<file path="src/rtl/bg_color_ctrl.sv">
// Background theme/flash colour select: updates only on vsync rising edge (registered, 1 cycle after frame_start).
// No backpressure: a flash request arriving mid-sequence is held pending and taken on the exit frame.
module bg_color_ctrl #(
  parameter int FLASH_PERIOD = 8,
  parameter int FLASH_FLIPS  = 6
) (
  input  logic clk,
  input  logic rst_n,
  input  logic vsync_in,
  input  logic theme_req,
  input  logic flash_req,
  output logic color_select,
  output logic flash_busy,
  output logic flash_done,
  output logic frame_tick
);

  typedef enum logic {
    STEADY = 1'b0,
    FLASH  = 1'b1
  } state_t;

  localparam logic [7:0] PERIOD_M1 = 8'(FLASH_PERIOD - 1);
  localparam logic [3:0] FLIPS_M1  = 4'(FLASH_FLIPS - 1);

  state_t     state;
  state_t     state_nxt;
  logic       vsync_d;
  logic       frame_start;
  logic [7:0] frm_cnt;
  logic [7:0] frm_cnt_nxt;
  logic [3:0] flips_left;
  logic [3:0] flips_nxt;
  logic       flash_pend;
  logic       pend_nxt;
  logic       color_nxt;
  logic       done_nxt;
  logic       req_any;
  logic       start_seq;

  assign frame_start = vsync_in & ~vsync_d;
  assign req_any     = flash_pend | flash_req;

  always_comb begin
    state_nxt   = state;
    frm_cnt_nxt = frm_cnt;
    flips_nxt   = flips_left;
    color_nxt   = color_select;
    done_nxt    = 1'b0;
    start_seq   = 1'b0;
    if (frame_start) begin
      case (state)
        STEADY: begin
          if (req_any) start_seq = 1'b1;
          else         color_nxt = theme_req;
        end
        FLASH: begin
          if (frm_cnt != 8'd0) begin
            frm_cnt_nxt = frm_cnt - 8'd1;
          end else if (flips_left != 4'd0) begin
            color_nxt   = ~color_select;
            flips_nxt   = flips_left - 4'd1;
            frm_cnt_nxt = PERIOD_M1;
          end else begin
            // exit frame: a pending request chains straight into a new sequence
            done_nxt = 1'b1;
            if (req_any) begin
              start_seq = 1'b1;
            end else begin
              color_nxt = theme_req;
              state_nxt = STEADY;
            end
          end
        end
        default: state_nxt = STEADY;
      endcase
    end
    if (start_seq) begin
      state_nxt   = FLASH;
      color_nxt   = ~theme_req;
      flips_nxt   = FLIPS_M1;
      frm_cnt_nxt = PERIOD_M1;
    end
    pend_nxt = start_seq ? 1'b0 : req_any;
  end

  // vsync_d resets high so a vsync already high at release is not a frame edge
  always_ff @(posedge clk or negedge rst_n) begin
    if (!rst_n) begin
      state        <= STEADY;
      vsync_d      <= 1'b1;
      frm_cnt      <= 8'd0;
      flips_left   <= 4'd0;
      flash_pend   <= 1'b0;
      color_select <= 1'b0;
      flash_busy   <= 1'b0;
      flash_done   <= 1'b0;
      frame_tick   <= 1'b0;
    end else begin
      state        <= state_nxt;
      vsync_d      <= vsync_in;
      frm_cnt      <= frm_cnt_nxt;
      flips_left   <= flips_nxt;
      flash_pend   <= pend_nxt;
      color_select <= color_nxt;
      flash_busy   <= (state_nxt == FLASH);
      flash_done   <= done_nxt;
      frame_tick   <= frame_start;
    end
  end

endmodule
</file>
<file path="config.mk">
export PLATFORM = sky130hd
export DESIGN_NAME = bg_color_ctrl
export DESIGN_NICKNAME = d
export VERILOG_FILES = /design/src/rtl/bg_color_ctrl.sv
export SDC_FILE = /design/constraint.sdc
export NUM_CORES = 1
export LEC_CHECK = 0
export ABC_AREA = 1
export CORE_MARGIN = 2
export CORE_UTILIZATION = 45
export CTS_CLUSTER_DIAMETER = 200
export CTS_CLUSTER_SIZE = 28
export DETAILED_ROUTE_END_ITERATION = 10
export DONT_BUFFER_PORTS = 1
export GPL_TIMING_DRIVEN = 0
export MAX_ROUTING_LAYER = met4
export PLACE_DENSITY_LB_ADDON = 0.15
export SLEW_MARGIN = 5
export SYNTH_ARGS = -nofsm -noshare
export SYNTH_HDL_FRONTEND = slang
export SYNTH_SLANG_ARGS = --single-unit
</file>
<file path="constraint.sdc">
create_clock -name clk -period 2.1 [get_ports clk]
set_input_delay 0.315 -clock clk [delete_from_list [all_inputs] [get_ports clk]]
set_output_delay 0.315 -clock clk [all_outputs]
set_load 0.01 [all_outputs]
</file>
==> out/qor.txt, run 1 <==
root cell of the clock tree - clkbuf_4
antenna-violating nets left - 0
register bit count reported by yosys - 18
YS warnings - 0
All-Layer GR Usage - 18.0%
clock skew - 1.42 ps
Worst Tran Pin Value - 819 ps
fin crit share - 82.4%
Hold Path Sink - color_select$_DFFE_PN0P_
vias in the first global route - 908
DIE AREA - 0.00276 sq mm
Register-to-Register Path Depth - 9
quantity of gates resized following cts - 0
initial antenna violation count - 0
syn nets - 146
Max VDD drop - 0.487 mV
diode count - 0
routability cong. - 0.774
Final Hold Vio Count - 0
largest net degree at the start of global routing - 19
IO buf count - 0
Fillers - 222
Vias - 852
CP Data Arrival Time - 1910 ps
synthesized area - 0.00106 sq mm
grt total ovfl - 0
CP startpoint kind - flop
clk_lat worst skew - 290 ps
clk buf depth - 2
reg-to-reg endpoint - flips_left[2]$_DFFE_PN0P_
P&R area growth vs syn - 8.62%
Num CTS Buffers - 3
setup slack, reg-to-reg - 370 ps
DIE WIDTH - 52.5 um
max_slew headroom - 45.2%
Starting Density - 47.9%
WP data required - 2280 ps
drt wl/cell - 11.4 um
Core Util, Final - 52.0%
CTS clock-pin slew for the worst setup and hold paths - 110 ps
fmax - 0.578 GHz
M2 GR Usage - 32.5%
# nets final - 153
max-slew violations - 0
drt total wl - 1950 um
RSZ-0062 raised after global routing - no
Vias per Instance - 4.98
detailed-route DRC error count - 0
Tmin final - 1730 ps
grt peak-use layer - met2
final setup fails - 0
row count - 17
TritonCTS clock tree - yes
# IOs - 9
Static Leakage - 0.587 nW
crit-path max FO - 10
met1 Track Usage GR - 20.0%
hold depth - 3
CTS H-tree lvls - 1
share of layout cells above drive strength 1 - 11.2%
met3 usage - 2.86%
reg2reg start - frm_cnt[0]$_DFFE_PN0P_
library cells used by synthesis - 20
outcome - finished, final reports clean
Starting DRT DRC Count - 9
Die H - 52.5 um
setup TNS - 0 ps
worst hold start - theme_req
worst hold path class - input pin to flop
clock sink count - 18
Tot Pwr - 1.40 mW
max cap viols - 0
Post-DP HPWL - 1450 um
Syn Area/Cell - 7.74 sq um
drt first pass iters - 4
Post-Syn Instances - 137
Crit. End Element - flop
sequential fraction of the synthesis area - 42.6%
power per cell area - 1210 mW/mm^2
Core Area - 0.00221 sq mm
first-pass GRT wire length - 3560 um
worst setup path class - flop to flop
[routing by layer]
layer | up-vias | share of wire, %
li1 | 445 | -
met1 | 395 | 48
met2 | 10 | 49
met3 | 2 | 2.8
met4 | 0 | 0.87
met5 | - | 0
[power by group]
| group | internal (mW) | total [mW] | leakage, nW | switching [mW] |
|---|---|---|---|---|
| Combinational | 0.236 | 0.605 | 0.348 | 0.369 |
| Clock | 0.105 | 0.215 | 0.0210 | 0.110 |
| Sequential | 0.458 | 0.578 | 0.218 | 0.120 |
[final cells by class]
| type | instances | area, sq um | share of cell area [%] |
|---|---|---|---|
| buffer | 2 | 22.5 | 1.96 |
| clock buffer | 4 | 36.3 | 3.15 |
| inverter | 17 | 63.8 | 5.54 |
| multi-input combinational | 100 | 522 | 45.3 |
| sequential | 18 | 452 | 39.2 |
| tap | 28 | 35.0 | 3.04 |
| timing repair buffer | 2 | 20.0 | 1.74 |
[Yosys cell counts]
| cell type | count | area (sq um) |
|---|---|---|
| nor3_1 | 1 | 5.00 |
| nor2_1 | 15 | 56.3 |
| nor2_4 | 2 | 22.5 |
| dfrtp_1 | 17 | 425 |
| nand3_1 | 10 | 50.1 |
| o21ai_4 | 1 | 16.3 |
| ha_1 | 4 | 50.1 |
| o21ai_0 | 5 | 25.0 |
| dfstp_2 | 1 | 26.3 |
| nand3_2 | 3 | 30.0 |
| xor2_1 | 3 | 26.3 |
| o21ai_1 | 2 | 10.0 |
| buf_6 | 2 | 22.5 |
| inv_1 | 17 | 63.8 |
| nand4_1 | 3 | 18.8 |
| mux2i_1 | 1 | 10.0 |
| nand2_1 | 42 | 158 |
| nand2_2 | 2 | 12.5 |
| a21oi_1 | 5 | 25.0 |
| nor2_2 | 1 | 6.26 |
[logic make-up (layout without fill, tap and decap cells)]
group / Yosys count / count (layout) / share of synthesized area (%)
buffers and inverters: 19 / 25 / 8.15
and+or+nand+nor: 79 / 79 / 33.9
DFF: 18 / 18 / 42.6
xor gates and xnor gates: 3 / 3 / 2.48
muxes: 1 / 1 / 0.945
AOI/OAI and AO/OA: 13 / 13 / 7.20
adders and majority gates: 4 / 4 / 4.72
[timing repair]
item	in CTS	in global routing
endpoints found under the hold margin	19	0
hold buffers	2	0
buffers inserted	0	0
[how the worst max path moves through the flow]
| stage | startpoint | to | slack [ps] | depth (start not counted) |
|---|---|---|---|---|
| detailed placement | frm_cnt[0]$_DFFE_PN0P_ | flips_left[2]$_DFFE_PN0P_ | 370 | 9 |
| floorplan | frm_cnt[0]$_DFFE_PN0P_ | flips_left[2]$_DFFE_PN0P_ | 580 | 9 |
| CTS | frm_cnt[0]$_DFFE_PN0P_ | flips_left[2]$_DFFE_PN0P_ | 360 | 9 |
| global route | frm_cnt[0]$_DFFE_PN0P_ | flips_left[2]$_DFFE_PN0P_ | 140 | 9 |
| finish | frm_cnt[0]$_DFFE_PN0P_ | flips_left[2]$_DFFE_PN0P_ | 370 | 9 |
| global placement | frm_cnt[0]$_DFFE_PN0P_ | flips_left[2]$_DFFE_PN0P_ | 390 | 9 |
[flip-flops by register name, indices dropped and copies added (netlist names)]
register,flops
frm_cnt,8
flips_left,4
color_select,1
flash_done,1
flash_pend,1
frame_tick,1
state,1
vsync_d,1
[placed cells by master (no fill, tap or decap)]
cell	instances
nand2_1	42
inv_1	17
xor2_1	3
nand2_2	2
clkbuf_8	1
nor2_4	2
nand3_1	10
nor3_1	1
clkbuf_4	3
a21oi_1	5
dfstp_2	1
nor2_2	1
dlygate4sd3_1	2
nand4_1	3
mux2i_1	1
ha_1	4
o21ai_0	5
nor2_1	15
buf_6	2
dfrtp_1	17
o21ai_1	2
nand3_2	3
o21ai_4	1
[worst max-delay path, stage by stage, from the launching register on]
cell and delay, ps:
dfrtp_1 390, inv_1 150, ha_1 170, nand3_1 180, nor2_4 300, nand3_2 120, inv_1 140, nand2_1 60
nand2_1 50, nand3_1 60
[per-stage QoR]
stage | std cells | hold slack [ps] | instance area, sq um | worst slack (ps)
6_report | 171 | 232 | 1150 | 370
5_1_grt | 171 | 237 | 1150 | 139
4_1_cts | 171 | 217 | 1150 | 358
3_5_place_dp | 165 | 19.8 | 1090 | 374
3_3_place_gp | 165 | 19.8 | 1090 | 389
2_1_floorplan | 137 | 19.4 | 1060 | 582
No activity file was read; power rests on OpenSTA's default activity.
==> run 2, diff against run 1 <==
- clock period: 2.1 -> 1.8 ns (I/O delays scaled with it)
==> run 2 against run 1 <==
Against the previous run: global-route usage unchanged; core utilization increased by 1.4 points; clock skew increased by 2.0 ps; via count increased by 2.1%; critical path type unchanged; wire length increased by 1.3%; sequential power increased by 17%; final cell count increased by 1.8%; non-clock buffer count increased by 3; clock power increased by 16%; critical path depth decreased by 1; worst hold slack got worse by 44 ps; critical endpoint is now frm_cnt[7]$_DFFE_PN0P_.
==> out/qor.txt, run 2 (synthesis gave the netlist of run 1 again) <==
Tot Pwr - 1.67 mW (+19%)
clk_lat worst skew - 290 ps (about the same)
share of layout cells above drive strength 1 - 15.1% (+3.9 points)
row count - 17 (unchanged)
drt total wl - 1970 um (+1.3%)
Worst Tran Pin Value - 819 ps (-0.0308 ps)
Max VDD drop - 0.569 mV (+17%)
Biggest register - frm_cnt
routability cong. - 0.774 (unchanged)
cell breakdown of the critical path - inv_1, ha_1, nand3_2, a21oi_2, nand3_2, buf_6, nand3_1, nand2_1
# IOs - 9 (unchanged)
CP peak stage delay - 410 ps (+20 ps)
commonest non-fill, non-tap cells in the layout - nand2_1 (42), dfrtp_1 (17), inv_1 (16)
Worst path top cell family by delay - simple AND/OR/NAND/NOR gates
DIE AREA - 0.00276 sq mm (unchanged)
clock skew - 3.45 ps (+2.04 ps)
Static Leakage - 0.603 nW (+2.6%)
drt first pass iters - 4 (unchanged)
DIE WIDTH - 52.5 um (unchanged)
crit-path max FO - 10 (unchanged)
# nets final - 156 (+2.0%)
power per cell area - 1410 mW/mm^2 (+16%)
CP startpoint kind - flop
Starting DRT DRC Count - 8 (-1)
tightest hold margin - 187 ps (-44.3 ps)
CP Data Arrival Time - 1810 ps (-100 ps)
worst hold path class - input pin to flop
post-route setup slack - 184 ps (-186 ps)
drt wl/cell - 11.3 um (-0.46%)
first-pass GRT wire length - 3560 um (unchanged)
max-slew violations - 0 (unchanged)
max_slew headroom - 45.2% (about the same)
Post-DP HPWL - 1450 um (unchanged)
Vias per Instance - 5.00 (+0.35%)
root cell of the clock tree - clkbuf_4
IO buf count - 0 (unchanged)
Vias - 870 (+2.1%)
detailed-route DRC error count - 0 (unchanged)
clock sink count - 18 (unchanged)
Starting Density - 47.9% (unchanged)
clk buf depth - 2 (unchanged)
P&R area growth vs syn - 11.5%
setup TNS - 0 ps (unchanged)
Largest regs - frm_cnt: 8 flops, flips_left: 4 flops
CTS H-tree lvls - 1 (unchanged)
All-Layer GR Usage - 18.0% (unchanged)
antenna-violating nets left - 0 (unchanged)
grt total ovfl - 0 (unchanged)
vias in the first global route - 908 (unchanged)
outcome - finished, final reports clean
largest net degree at the start of global routing - 19 (unchanged)
initial antenna violation count - 0 (unchanged)
final setup fails - 0 (unchanged)
max reg flops - 8 (unchanged)
Num CTS Buffers - 3 (unchanged)
WP data required - 1990 ps (-290 ps)
CTS clock-pin slew for the worst setup and hold paths - 110 ps (about the same)
max cap viols - 0 (unchanged)
cell repeated most along the worst path - nand3_2
Crit. End Element - flop
Die H - 52.5 um (unchanged)
TritonCTS clock tree - yes
diode count - 0 (unchanged)
Core Area - 0.00221 sq mm (unchanged)
Bufs and invs on worst path - 2 (unchanged)
Tmin final - 1620 ps (-114 ps)
fmax - 0.619 GHz (+7.1%)
fin crit share - 89.8% (+7.4 points)
Final Hold Vio Count - 0 (unchanged)
RSZ-0062 raised after global routing - no
Setup WS pre-CTS - 73.9 ps (-300 ps)
worst setup path class - flop to flop
CP max stage cell - dfrtp_1
most common cell after layout, fill and taps aside - nand2_1
==> run 2: cell types whose count changed in the layout (fill, tap and decap cells not counted) <==
cell,delta
a21oi_2,+2
inv_1,-1
buf_4,+3
inv_2,+1
a21oi_1,-2
==> run 2: final cells by class <==
cell class              instances  area (sq um)
plain buffers                   2          22.5
clock buffers                   4          36.3
fillers                       222          1030
inverters                      17          63.8
multi-input cells             100           529
flip-flops and latches         18           452
well taps                      28          35.0
repair buffers                  5          42.5
==> run 2: final timing paths <==
check,cells after the start,endpoint,slack [ps],from
max,8,frm_cnt[7]$_DFFE_PN0P_,180,flips_left[0]$_DFFE_PN0P_
min,3,color_select$_DFFE_PN0P_,190,theme_req
max reg2reg,8,frm_cnt[7]$_DFFE_PN0P_,180,flips_left[0]$_DFFE_PN0P_
min reg2reg,2,frm_cnt[0]$_DFFE_PN0P_,510,frm_cnt[0]$_DFFE_PN0P_
max in group asynchronous,1,flips_left[0]$_DFFE_PN0P_,790,rst_n
min in group asynchronous,1,frm_cnt[3]$_DFFE_PN0P_,510,rst_n
==> run 2: timing repair <==
item	in CTS	in global routing
hold buffers	2	0
resized for setup	0	3
setup buffers	0	3
endpoints found under the hold margin	19	0
setup endpoints to repair	0	12
==> run 2: per-stage QoR <==
step                      area, sq um  utilization (%)  instances
after global placement           1090             49.5        165
final                            1180             53.4        174
after global routing             1180             53.4        174
after detailed placement         1090             49.5        165
after floorplan                  1060                -        137
after CTS                        1150             52.0        171
==> run 2: power breakdown <==
part,switching [mW],total (mW),internal (mW)
Combinational,0.439,0.741,0.302
Sequential,0.141,0.675,0.534
Clock,0.127,0.250,0.123
Total,0.707,1.67,0.959
==> run 2: metal layers <==
metal | track usage [%] | vias to the layer above | routed length, um
li1 | - | 447 | -
met1 | 20.0 | 412 | 923
met2 | 32.5 | 9 | 978
met3 | 2.86 | 2 | 50
met4 | 6.41 | 0 | 17
met5 | - | - | 0
==> run 2: tightest hold or removal path: cells and delay by family <==
kind | cells | cell delay (ps)
simple gates | 2 | 120
mux | 1 | 50
==> run 3, diff against run 2 <==
- CTS_BUF_LIST: unset -> sky130_fd_sc_hd__clkbuf_16
==> run 3 against run 2 <==
Against the previous run: global-route usage rose by 0.68 points; largest cell class unchanged; highest routed layer unchanged; critical path type unchanged; largest power group unchanged; setup slack got worse by 49 ps; power rose by 12%.
==> out/qor.txt, run 3 (synthesis gave the netlist of run 1 again) <==
Bufs and invs on worst path - 2 (unchanged)
row count - 17 (unchanged)
P&R area growth vs syn - 13.8%
clk buf depth - 2 (unchanged)
drt first pass iters - 4 (unchanged)
grt peak-use layer - met2
max-slew violations - 0 (unchanged)
antenna-violating nets left - 0 (unchanged)
Crit. End Element - flop
share of layout cells above drive strength 1 - 13.1% (-2.0 points)
power per cell area - 1550 mW/mm^2 (+9.8%)
max_slew headroom - 44.9% (-0.35 points)
fin crit share - 92.5% (+2.7 points)
vias in the first global route - 896 (-1.3%)
WP data required - 1940 ps (-50 ps)
DIE WIDTH - 52.5 um (unchanged)
Core Util, Final - 54.5% (+1.1 points)
DIE AREA - 0.00276 sq mm (unchanged)
met1 Track Usage GR - 20.3% (+0.36 points)
Tmin final - 1660 ps (+48.8 ps)
Vias per Instance - 4.98 (-0.46%)
max cap viols - 0 (unchanged)
CP Data Arrival Time - 1800 ps (about the same)
Max VDD drop - 0.604 mV (+6.1%)
Post-DP HPWL - 1450 um (unchanged)
initial antenna violation count - 0 (unchanged)
placed insts - 165 (unchanged)
Static Leakage - 0.616 nW (+2.2%)
final setup fails - 0 (unchanged)
fmax - 0.601 GHz (-2.9%)
Final Hold Vio Count - 0 (unchanged)
diode count - 0 (unchanged)
Starting DRT DRC Count - 7 (-1)
dpl cell area - 0.00109 sq mm (unchanged)
CTS H-tree lvls - 1 (unchanged)
cell breakdown of the critical path - inv_1, ha_1, nand3_2, a21oi_1, nand3_2, buf_6, nand3_1, nand2_1
drt wl/cell - 11.7 um (+3.0%)
worst setup path class - flop to flop
Core Area - 0.00221 sq mm (unchanged)
most common cell after layout, fill and taps aside - nand2_1
Largest regs - frm_cnt: 8 flops, flips_left: 4 flops
Die H - 52.5 um (unchanged)
Vias - 861 (-1.0%)
root cell of the clock tree - clkbuf_16
clock skew - 0.705 ps (-2.75 ps)
detailed-route DRC error count - 0 (unchanged)
largest net degree at the start of global routing - 19 (unchanged)
Num CTS Buffers - 3 (unchanged)
met3 usage - 3.71% (+0.86 points)
CP startpoint kind - flop
clk_lat worst skew - 250 ps (-40 ps)
setup TNS - 0 ps (unchanged)
# IOs - 9 (unchanged)
commonest non-fill, non-tap cells in the layout - nand2_1 (42), dfrtp_1 (17), inv_1 (16)
outcome - finished, final reports clean
worst hold path class - input pin to flop
Worst Tran Pin Value - 824 ps (+5.21 ps)
crit-path max FO - 10 (unchanged)
max reg flops - 8 (unchanged)
drt total wl - 2020 um (+2.4%)
Worst path top cell family by delay - simple AND/OR/NAND/NOR gates
Tot Pwr - 1.87 mW (+12%)
clock sink count - 18 (unchanged)
RSZ-0062 raised after global routing - yes
cell area after layout - 0.00121 sq mm (+2.1%)
grt total ovfl - 0 (unchanged)
Biggest register - frm_cnt
CP max stage cell - dfrtp_1
All-Layer GR Usage - 18.7% (+0.68 points)
# nets final - 155 (-0.64%)
Starting Density - 47.9% (unchanged)
CTS clock-pin slew for the worst setup and hold paths - 50 ps (-60 ps)
IO buf count - 0 (unchanged)
M2 GR Usage - 32.5% (unchanged)
Layout Cells excl Fill - 173 (-0.57%)
CP peak stage delay - 390 ps (-20 ps)
TritonCTS clock tree - yes
first-pass GRT wire length - 3600 um (+1.2%)
routability cong. - 0.774 (unchanged)
cell repeated most along the worst path - nand3_2
[run 3: cell types whose count changed in the layout (fill, tap and decap cells not counted), sizes merged]
cell         change
clkbuf           -1
clkinv           +1
dlygate4sd3      -1
[run 3: per-layer routing]
layer | wire length (um) | up-vias | share of wire, %
li1 | - | 447 | -
met1 | 905 | 395 | 45
met2 | 1010 | 14 | 50
met3 | 61 | 5 | 3.0
met4 | 42 | 0 | 2.1
met5 | 0 | - | 0
[run 3: final cells by class]
| type | count | area [sq um] |
|---|---|---|
| Tap cell | 28 | 35.0 |
| Clock inverter | 1 | 3.75 |
| Multi-Input combinational cell | 100 | 522 |
| Timing Repair Buffer | 4 | 32.5 |
| Clock buffer | 3 | 75.1 |
| Inverter | 17 | 63.8 |
| Fill cell | 212 | 1010 |
| Buffer | 2 | 22.5 |
| Sequential cell | 18 | 452 |
[run 3: final timing paths]
path | startpoint | endpoint | slack [ps] | cells after the start
worst min register to register | frm_cnt[0]$_DFFE_PN0P_ | frm_cnt[0]$_DFFE_PN0P_ | 500 | 2
worst max register to register | flips_left[0]$_DFFE_PN0P_ | frm_cnt[7]$_DFFE_PN0P_ | 140 | 8
min in group asynchronous | rst_n | frm_cnt[4]$_DFFE_PN0P_ | 560 | 1
worst min-delay path | vsync_in | vsync_d$_DFF_PN1_ | 10 | 0
worst max-delay path | flips_left[0]$_DFFE_PN0P_ | frm_cnt[7]$_DFFE_PN0P_ | 140 | 8
max in group asynchronous | rst_n | frm_cnt[5]$_DFFE_PN0P_ | 730 | 1
[run 3: where the power goes]
| part | leakage (nW) | switching [mW] | internal, mW |
|---|---|---|---|
| registers | 0.218 | 0.139 | 0.536 |
| clock network | 0.0385 | 0.157 | 0.296 |
| logic | 0.359 | 0.442 | 0.299 |
| total | 0.616 | 0.738 | 1.13 |
[run 3: worst reg2reg max path, delay by kind of cell (launching register included)]
kind | cells | cell delay (ps)
fa+ha+maj | 1 | 180
compound gates | 1 | 260
flops | 1 | 390
buf+inv | 2 | 280
simple gates | 4 | 440
[run 3: what timing repair did]
item / CTS / global route
resized for setup: 0 / 1
hold endpoints to repair: 18 / 0
hold buffers: 1 / 0
buffers inserted: 0 / 3
setup endpoints to repair: 0 / 11
[run 3: metrics by stage]
step	hold slack [ps]	setup slack [ps]
after global placement	-25.2	88.6
final	13.8	136
after detailed placement	-25.2	73.9
after CTS	11.6	63.4
after global routing	5.04	-23.4
after floorplan	-25.6	282
